===== config.mk =====
export PLATFORM = sky130hd
export DESIGN_NAME = car_motion_ctrl_flat
export DESIGN_NICKNAME = d
export VERILOG_FILES = /design/src/rtl/car_motion_if.sv /design/src/rtl/car_motion_ctrl.sv /design/src/flat_wrapper.sv
export SDC_FILE = /design/constraint.sdc
export NUM_CORES = 1
export LEC_CHECK = 0
export CELL_PAD_IN_SITES_DETAIL_PLACEMENT = 1
export CELL_PAD_IN_SITES_GLOBAL_PLACEMENT = 1
export CORE_MARGIN = 3
export CORE_UTILIZATION = 44
export CTS_CLUSTER_DIAMETER = 50
export DETAILED_ROUTE_END_ITERATION = 6
export GPL_TIMING_DRIVEN = 1
export PLACE_DENSITY = 0.83
export SLEW_MARGIN = 30
export SYNTH_ARGS = -nofsm -noshare
export SYNTH_HDL_FRONTEND = slang
export SYNTH_SLANG_ARGS = --single-unit

===== constraint.sdc =====
create_clock -name clk -period 4.2 [get_ports clk]
set_input_delay 0.63 -clock clk [delete_from_list [all_inputs] [get_ports clk]]
set_output_delay 0.63 -clock clk [all_outputs]
set_load 0.1 [all_outputs]

===== src/rtl/car_motion_if.sv =====
// Signal bundle between the call decoder / display side and one elevator car
// controller. The master side drives the calls and the timebase, and the slave
// side is the car controller.
interface car_motion_if #(
    parameter int N_FLOORS = 6
);
    logic                tick;
    logic [N_FLOORS-1:0] req;
    logic                hold_door;
    logic                estop;
    logic [N_FLOORS-1:0] cur_floor;
    logic [N_FLOORS-1:0] pending;
    logic                dir_up;
    logic                moving;
    logic                door_open;
    logic                arrive;

    modport master (
        output tick, req, hold_door, estop,
        input  cur_floor, pending, dir_up, moving, door_open, arrive
    );

    modport slave (
        input  tick, req, hold_door, estop,
        output cur_floor, pending, dir_up, moving, door_open, arrive
    );
endinterface


===== src/rtl/car_motion_ctrl.sv =====
// Position and motion controller for one elevator car.
// Calls are latched into a pending bitmap and served in SCAN order. Travel
// time per floor and door dwell are counted on the shared tick timebase.
//
//  state     | meaning
//  ----------+-----------------------------------------------------------
//  IDLE      | parked with door closed; picks the next call or direction
//  MOVE_UP   | travelling up; floor advances every TRAVEL_TICKS ticks
//  MOVE_DOWN | travelling down; floor advances every TRAVEL_TICKS ticks
//  DOOR_OPEN | door open at cur_floor; closes after DOOR_TICKS idle ticks
module car_motion_ctrl #(
    parameter int N_FLOORS     = 6,
    parameter int TRAVEL_TICKS = 4,
    parameter int DOOR_TICKS   = 8,
    parameter int RESET_FLOOR  = 0
) (
    input logic         clk,
    input logic         reset,
    car_motion_if.slave bus
);
    typedef enum logic [1:0] {IDLE, MOVE_UP, MOVE_DOWN, DOOR_OPEN} state_t;

    localparam int MAX_TICKS = (TRAVEL_TICKS > DOOR_TICKS) ? TRAVEL_TICKS : DOOR_TICKS;
    localparam int TW        = $clog2(MAX_TICKS) + 1;

    localparam logic [TW-1:0]       TRAVEL_LAST = TW'(TRAVEL_TICKS - 1);
    localparam logic [TW-1:0]       DOOR_LAST   = TW'(DOOR_TICKS - 1);
    localparam logic [TW-1:0]       T_ONE       = TW'(1);
    localparam logic [N_FLOORS-1:0] F_ONE       = {{(N_FLOORS-1){1'b0}}, 1'b1};
    localparam logic [N_FLOORS-1:0] F_RESET     = F_ONE << RESET_FLOOR;

    state_t              state_q, state_d;
    logic [N_FLOORS-1:0] floor_q, floor_d;
    logic [N_FLOORS-1:0] pend_q, pend_d;
    logic                dir_up_q, dir_up_d;
    logic [TW-1:0]       travel_q, travel_d;
    logic [TW-1:0]       door_q, door_d;
    logic                arrive_q, arrive_d;

    logic [N_FLOORS-1:0] below_mask, above_mask;
    logic [N_FLOORS-1:0] floor_up, floor_down;
    logic [N_FLOORS-1:0] req_eff, served;
    logic                pend_above, pend_below;

    // Floor masks relative to the one-hot position; the position minus one
    // sets exactly the bits below it.
    always_comb begin
        below_mask = floor_q - F_ONE;
        above_mask = ~(below_mask | floor_q);
        floor_up   = floor_q << 1;
        floor_down = floor_q >> 1;
        pend_above = |(pend_q & above_mask);
        pend_below = |(pend_q & below_mask);
    end

    // Register update; estop freezing is handled in the next-state logic.
    always_ff @(posedge clk or negedge reset) begin
        if (!reset) begin
            state_q  <= IDLE;
            floor_q  <= F_RESET;
            pend_q   <= '0;
            dir_up_q <= 1'b1;
            travel_q <= '0;
            door_q   <= '0;
            arrive_q <= 1'b0;
        end else begin
            state_q  <= state_d;
            floor_q  <= floor_d;
            pend_q   <= pend_d;
            dir_up_q <= dir_up_d;
            travel_q <= travel_d;
            door_q   <= door_d;
            arrive_q <= arrive_d;
        end
    end

    // Next state, timers, position and pending bitmap.
    always_comb begin
        state_d  = state_q;
        floor_d  = floor_q;
        dir_up_d = dir_up_q;
        travel_d = travel_q;
        door_d   = door_q;
        arrive_d = 1'b0;
        served   = '0;
        req_eff  = bus.req;
        // A call at the floor where the car stands is answered by the door,
        // so it never enters the bitmap.
        if (state_q == IDLE || state_q == DOOR_OPEN) begin
            req_eff = bus.req & ~floor_q;
        end
        if (!bus.estop) begin
            unique case (state_q)
                IDLE: begin
                    travel_d = '0;
                    if (|((bus.req | pend_q) & floor_q)) begin
                        state_d = DOOR_OPEN;
                        door_d  = '0;
                        served  = floor_q;
                    end else if (dir_up_q && pend_above) begin
                        state_d = MOVE_UP;
                    end else if (!dir_up_q && pend_below) begin
                        state_d = MOVE_DOWN;
                    end else if (pend_above) begin
                        dir_up_d = 1'b1;
                        state_d  = MOVE_UP;
                    end else if (pend_below) begin
                        dir_up_d = 1'b0;
                        state_d  = MOVE_DOWN;
                    end
                end
                MOVE_UP: begin
                    if (bus.tick) begin
                        if (travel_q == TRAVEL_LAST) begin
                            travel_d = '0;
                            if (floor_q[N_FLOORS-1]) begin
                                state_d = IDLE;
                            end else begin
                                floor_d = floor_up;
                                if (|(pend_q & floor_up)) begin
                                    state_d  = DOOR_OPEN;
                                    door_d   = '0;
                                    served   = floor_up;
                                    arrive_d = 1'b1;
                                end else if (!(|(pend_q & above_mask & ~floor_up))) begin
                                    state_d = IDLE;
                                end
                            end
                        end else begin
                            travel_d = travel_q + T_ONE;
                        end
                    end
                end
                MOVE_DOWN: begin
                    if (bus.tick) begin
                        if (travel_q == TRAVEL_LAST) begin
                            travel_d = '0;
                            if (floor_q[0]) begin
                                state_d = IDLE;
                            end else begin
                                floor_d = floor_down;
                                if (|(pend_q & floor_down)) begin
                                    state_d  = DOOR_OPEN;
                                    door_d   = '0;
                                    served   = floor_down;
                                    arrive_d = 1'b1;
                                end else if (!(|(pend_q & below_mask & ~floor_down))) begin
                                    state_d = IDLE;
                                end
                            end
                        end else begin
                            travel_d = travel_q + T_ONE;
                        end
                    end
                end
                DOOR_OPEN: begin
                    if (bus.hold_door || |(bus.req & floor_q)) begin
                        door_d = '0;
                    end else if (bus.tick) begin
                        if (door_q == DOOR_LAST) begin
                            state_d = IDLE;
                            door_d  = '0;
                        end else begin
                            door_d = door_q + T_ONE;
                        end
                    end
                end
                default: state_d = IDLE;
            endcase
        end
        pend_d = (pend_q | req_eff) & ~served;
    end

    assign bus.cur_floor = floor_q;
    assign bus.pending   = pend_q;
    assign bus.dir_up    = dir_up_q;
    assign bus.moving    = (state_q == MOVE_UP) || (state_q == MOVE_DOWN);
    assign bus.door_open = (state_q == DOOR_OPEN);
    assign bus.arrive    = arrive_q;
endmodule


===== src/flat_wrapper.sv =====
// flat-port wrapper written by rule: the top's interface ports become plain ports
module car_motion_ctrl_flat 
#(
    parameter int N_FLOORS     = 6,
    parameter int TRAVEL_TICKS = 4,
    parameter int DOOR_TICKS   = 8,
    parameter int RESET_FLOOR  = 0
)
  (clk, reset, bus_tick, bus_req, bus_hold_door, bus_estop, bus_cur_floor, bus_pending, bus_dir_up, bus_moving, bus_door_open, bus_arrive);
  car_motion_if #(.N_FLOORS(N_FLOORS)) bus_i ();
  input logic clk;
  input logic reset;
  input wire logic [$bits(bus_i.tick)-1:0] bus_tick;
  input wire logic [$bits(bus_i.req)-1:0] bus_req;
  input wire logic [$bits(bus_i.hold_door)-1:0] bus_hold_door;
  input wire logic [$bits(bus_i.estop)-1:0] bus_estop;
  output wire logic [$bits(bus_i.cur_floor)-1:0] bus_cur_floor;
  output wire logic [$bits(bus_i.pending)-1:0] bus_pending;
  output wire logic [$bits(bus_i.dir_up)-1:0] bus_dir_up;
  output wire logic [$bits(bus_i.moving)-1:0] bus_moving;
  output wire logic [$bits(bus_i.door_open)-1:0] bus_door_open;
  output wire logic [$bits(bus_i.arrive)-1:0] bus_arrive;
  assign bus_i.tick = bus_tick;
  assign bus_i.req = bus_req;
  assign bus_i.hold_door = bus_hold_door;
  assign bus_i.estop = bus_estop;
  assign bus_cur_floor = bus_i.cur_floor;
  assign bus_pending = bus_i.pending;
  assign bus_dir_up = bus_i.dir_up;
  assign bus_moving = bus_i.moving;
  assign bus_door_open = bus_i.door_open;
  assign bus_arrive = bus_i.arrive;
  car_motion_ctrl #(.N_FLOORS(N_FLOORS), .TRAVEL_TICKS(TRAVEL_TICKS), .DOOR_TICKS(DOOR_TICKS), .RESET_FLOOR(RESET_FLOOR)) u_core (.clk(clk), .reset(reset), .bus(bus_i));
endmodule

# Yosys cells after proc, flatten, opt, wreduce, memory -nomap -nowiden
# Cells that the tools add are included.
# op_classes
add_sub_neg	3
n_eq_ne	22
n_mux	66
bitwise_logic	22
n_reduce_logical	26
# op_table
cell	count
$mux 6	16
$mux 4	14
$and 6x6->6	9
$reduce_or 6->1	8
$mux 2	18
$not 6->6	4
$reduce_and 11->1	2
$or 6x6->6	3
$pmux 6 s3	1
$pmux 4 s4	1
$ne 2x2->1 const B	7
$reduce_and 7->1	2
$ne 2x1->1 const B	6
$pmux 6 s2	1
$mux 1	11
$add 4x1->4 const B	2
$ne 4x2->1 const B	2
$pmux 2 s4	1
$pmux 4 s2	1
$reduce_and 8->1	1
$and 6x5->6	1
$ne 6x4->1 const B	1
$not 5->6	1
$reduce_and 6->1	1
16 further kinds	25
# totals
regBits	24
input_bits	11
output_inout_bits	16
elab_cells	148

# Depth between registers and ports, before layout
# logic_depth
word_depth	12
depth_mapped	11
depth_no_buf	10

# Worst setup path before layout
# No wires, ideal clock.
# synth_path
kind	flip-flop to flip-flop
startpoint	register u_core.floor_q[1], in the netlist u_core.bus.cur_floor[1]
endpoint	register u_core.state_q[0]
setup_time_ns	0.125
arrival_time_ns	2.857
required_time_ns	4.075
setup_slack_ns	1.218
stages_incl_launch_ff	12
path_buffers	1
synth_period_minus_slack_ns	2.982
cell_sequence	dfrtp_1 buf_2 inv_2 ha_1 nand3_1 ha_1 nand2_1 nand4_1 a221oi_1 a31oi_1 nand3_1 mux2_2
# synth_between
elab_chain_len	10
elab_cells_between_ends	42
classes_between	1 x add/sub; 4 x eq/ne; 13 x mux; 12 x bitwise; 12 x reduce/logical
# synth_rtl
element	line_no	text
from (decl)	car_motion_ctrl.sv:33	logic [N_FLOORS-1:0] floor_q, floor_d;
from (signal assigned)	car_motion_ctrl.sv:68	floor_q <= floor_d;
$sub 6x1->6	car_motion_ctrl.sv:48	below_mask = floor_q - F_ONE;
$or 6x6->6	car_motion_ctrl.sv:49	above_mask = ~(below_mask | floor_q);
$not 6->6	car_motion_ctrl.sv:49	
$and 6x6->6	car_motion_ctrl.sv:52, car_motion_ctrl.sv:125	
$reduce_or 6->1	car_motion_ctrl.sv:52	pend_above = |(pend_q & above_mask);
$mux 2	car_motion_ctrl.sv:104	end else if (pend_above) begin
$mux 2	car_motion_ctrl.sv:102	end else if (!dir_up_q && pend_below) begin
$mux 2	car_motion_ctrl.sv:100	end else if (dir_up_q && pend_above) begin
$mux 2	car_motion_ctrl.sv:96	if (|((bus.req | pend_q) & floor_q)) begin
$pmux 2 s4	car_motion_ctrl.sv:93	unique case (state_q)
to (signal assigned)	car_motion_ctrl.sv:67	state_q <= state_d;
to (decl)	car_motion_ctrl.sv:32	state_t state_q, state_d;
# Several ways; a longest one is shown, not always the timed one. The select of a mux whose other input is x is not followed.
# A chain may end at the register's enable or synchronous reset.

# Worst setup path after layout
# layout_path
startpoint	register u_core.state_q[0]
endpoint	output bus_moving
# layout_between
elab_chain_len	2
elab_cells_between_ends	3
classes_between	2 x eq/ne; 1 x reduce/logical
# layout_rtl
element	line_no	text
$eq 2x1->1 / $eq 2x2->1 (equally long branches)	car_motion_ctrl.sv:177	assign bus.moving = (state_q == MOVE_UP) || (state_q == MOVE_DOWN);
$logic_or 1x1->1 (*)	car_motion_ctrl.sv:177	
to (decl)	flat_wrapper.sv:20	output wire logic [$bits(bus_i.moving)-1:0] bus_moving;
# Mark *: on every way between the ends. The rest lies on a longest branch, timed or not.

==> flow_summary.ini <==
[final_layout]
area_delta_synth_final_pct = 18.2
multi_input_area_um2 = 1150
fillCellCount = 492
antenna_cells = 0
ff_latch_area_um2 = 603
post_route_cells_drive_above_1_share = 0.0823
design.final.nets = 267

[yosys]
netlist_top_cells_count = nand2_1, dfrtp_1, a21oi_1
synth_edf_count = 0
synthesized_nets = 248
ys_ff_latch = 24
synth.yosys.seq_area_share = 0.322
netlist.top_cell.by_area = dfrtp_1
yosys_warnings = 0
yosysUniqueCellTypes = 50
synth_cells = 225
proportion_of_register_bits_with_asynchronous_set_or_reset_after_synthesis = 1.00
syn_avg_cell_area_um2 = 8.32
top_flip_flop_cell_by_instance_count_after_synthesis = dfrtp_1
yosys.cell_count.top_type = nand2_1
synth.top_cells.by_area = dfrtp_1, ha_1, nand2_1, a21oi_1, o21ai_0
synth_area_um2 = 1870
yosys.area.top_type_share = 0.294

[drt]
detailedRoute.firstIterationViolations = 113
drt_pass1_iterations = 5
drc = 0
routed.top_layer = met4
routed_wire_length_per_instance_um = 19.9
dr_wl_met3_um = 233
drt-vias-per-instance = 6.41
num_vias = 1878
routed_wl_um = 5820
remaining_antenna_violation_count = 0
routed_length_on_met1_um = 2660
met2_routed_wirelength_um = 2870

[timing]
timing.final.max_slew_violations = 0
finClkSkew_ns = 0.00247
rsz0062_at_grt = no
setup_total_negative_slack_ns = 0
hold_violation_count_in_the_final_report = 0
max-slew-margin-rel = 0.337
timing.final.crit_period_ns = 3.18
final.period_utilization = 0.757
setup_viol = 0
worst-slew-pin-transition_ns = 0.991
fmax_mhz = 315

[floorplanning]
initial_utilization = 0.461
die_h_um = 71.2
design.die.area_um2 = 5070
core-area_um2 = 4060
std_cell_rows = 23
io-pin-count = 27
die_w_um = 71.2

[global_route]
grt_antenna_before_repair = 0
vias_in_the_first_global_route = 1915
grt_first_pass_wirelength_um = 9780
largest_net_degree_at_the_start_of_global_routing = 25
overflow = 0
grt_total_usage = 0.240

[place]
place.port_buffers = 26
global_placement_routability_congestion = 0.832
dpl.hpwl_um = 4310

[worst_setup_path]
kind_of_end_point_of_the_critical_path = output pin
cpMaxStageDelayCell = clkdlybuf4s50_1
cp.arrival_ns = 2.55
cp.required_ns = 3.57
delay_contributed_by_the_slowest_stage_of_the_critical_path_ns = 1.22
timing.setup.critical_path_class = register to output pin
cp_cell_sequence = inv_1 -> ha_1 -> clkdlybuf4s50_1
setup.worst_path.start_class = register
crit_fanout = 12

[worst_hold_path]
worst_hold_class = register to register

[clocking]
cts_hold_buffers = 0
cts_root_buf = clkbuf_8
postCtsResizedCells = 0
clkTransAtPathRegs_ns = 0.10
cts_setup_buffers = 0
numCtsBuffers = 3
clkSinkCount = 24
source_to_sink_clock_delay_at_the_later_pin_of_the_worst_skew_pair_ns = 0.28
cts_tree = yes
cts_htree_levels = 1
cts-root-to-sink-buffers = 2

[flow_run]
max-cap-violations = 0

[status]
status = complete, no violations
-- path summary, 6_finish.rpt --
check                                   startpoint               endpoint  slack (ns)  cells past startpoint
max                              u_core.state_q[0]             bus_moving        1.02                      3
min                               u_core.door_q[3]       u_core.door_q[3]        0.51                      1
max reg2reg                u_core.bus.cur_floor[0]      u_core.state_q[0]        1.37                     10
min reg2reg                       u_core.door_q[3]       u_core.door_q[3]        0.51                      1
max in group asynchronous                    reset      u_core.bus.dir_up        3.17                      2
min in group asynchronous                    reset  u_core.bus.pending[2]        0.72                      2
-- routing by layer --
metal | global-route usage | vias to the layer above
met1 | 0.326 | 939
met5 | 0 | -
met2 | 0.408 | 54
li1 | - | 875
met3 | 0.0238 | 10
met4 | 0.0605 | 0
-- cell usage in the layout (no fill, tap or decap), drive strengths merged, types with 2 or more instances in the layout --
master / Yosys / final
a31oi: 4 / 4
and3: 7 / 7
dfrtp: 22 / 22
ha: 12 / 12
nand2b: 4 / 4
nand3: 6 / 6
a32o: 2 / 2
clkbuf: 5 / 3
o311ai: 2 / 2
inv: 15 / 15
a222oi: 4 / 4
nand2: 30 / 30
o211ai: 2 / 2
or2: 2 / 2
mux2: 2 / 2
a21oi: 18 / 18
dfstp: 2 / 2
nor3: 4 / 4
o21ai: 16 / 16
clkdlybuf4s50: 0 / 26
nor2: 8 / 8
nand4: 4 / 4
o21a: 2 / 2
o21bai: 4 / 4
a221oi: 3 / 3
nor2b: 5 / 5
nand3b: 3 / 3
a22oi: 8 / 8
a211oi: 2 / 2
o22ai: 8 / 8
-- sequential cells by signal, summed over array words and instances (netlist names) --
signal                cells
u_core.state_q            2
u_core.door_q             4
u_core.bus.pending        6
u_core.bus.cur_floor      6
u_core.bus.arrive         1
u_core.travel_q           4
u_core.bus.dir_up         1
-- stage by stage --
stage / cells / setup WS (ns) / hold slack [ns] / util / cell area, µm²
after global placement: 289 / 1.37 / 0.487 / 0.528 / 2140
after CTS: 293 / 1.01 / 0.514 / 0.545 / 2210
after detailed placement: 289 / 1.33 / 0.500 / 0.528 / 2140
after floorplan: 225 / 1.22 / 0.334 / - / 1870
final: 293 / 1.02 / 0.515 / 0.545 / 2210
after global routing: 293 / 0.942 / 0.541 / 0.545 / 2210
-- cell type report --
type	count	share of cell area
Inverter	15	0.0255
Multi-Input combinational cell	173	0.520
Sequential cell	24	0.273
Clock inverter	1	0.0136
Timing Repair Buffer	27	0.121
Clock buffer	3	0.0187
Tap cell	50	0.0283
-- cell families after synthesis --
family	Yosys count	synth area share
and+or+nand+nor	79	0.229
AOI/OAI and AO/OA	79	0.288
adders and majority gates	12	0.0802
muxes	3	0.0174
buffers and inverters	28	0.0628
DFF	24	0.322
-- worst max-delay path, delay by kind of cell (launching register included) --
kind	cells	cell delay [ns]
flip-flops	1	0.41
adder cells (fa/ha/maj)	1	0.56
buffers and inverters	2	1.30
Power is not shown: default switching activity piles up to over one toggle a cycle in this logic, so the estimate is an artifact.
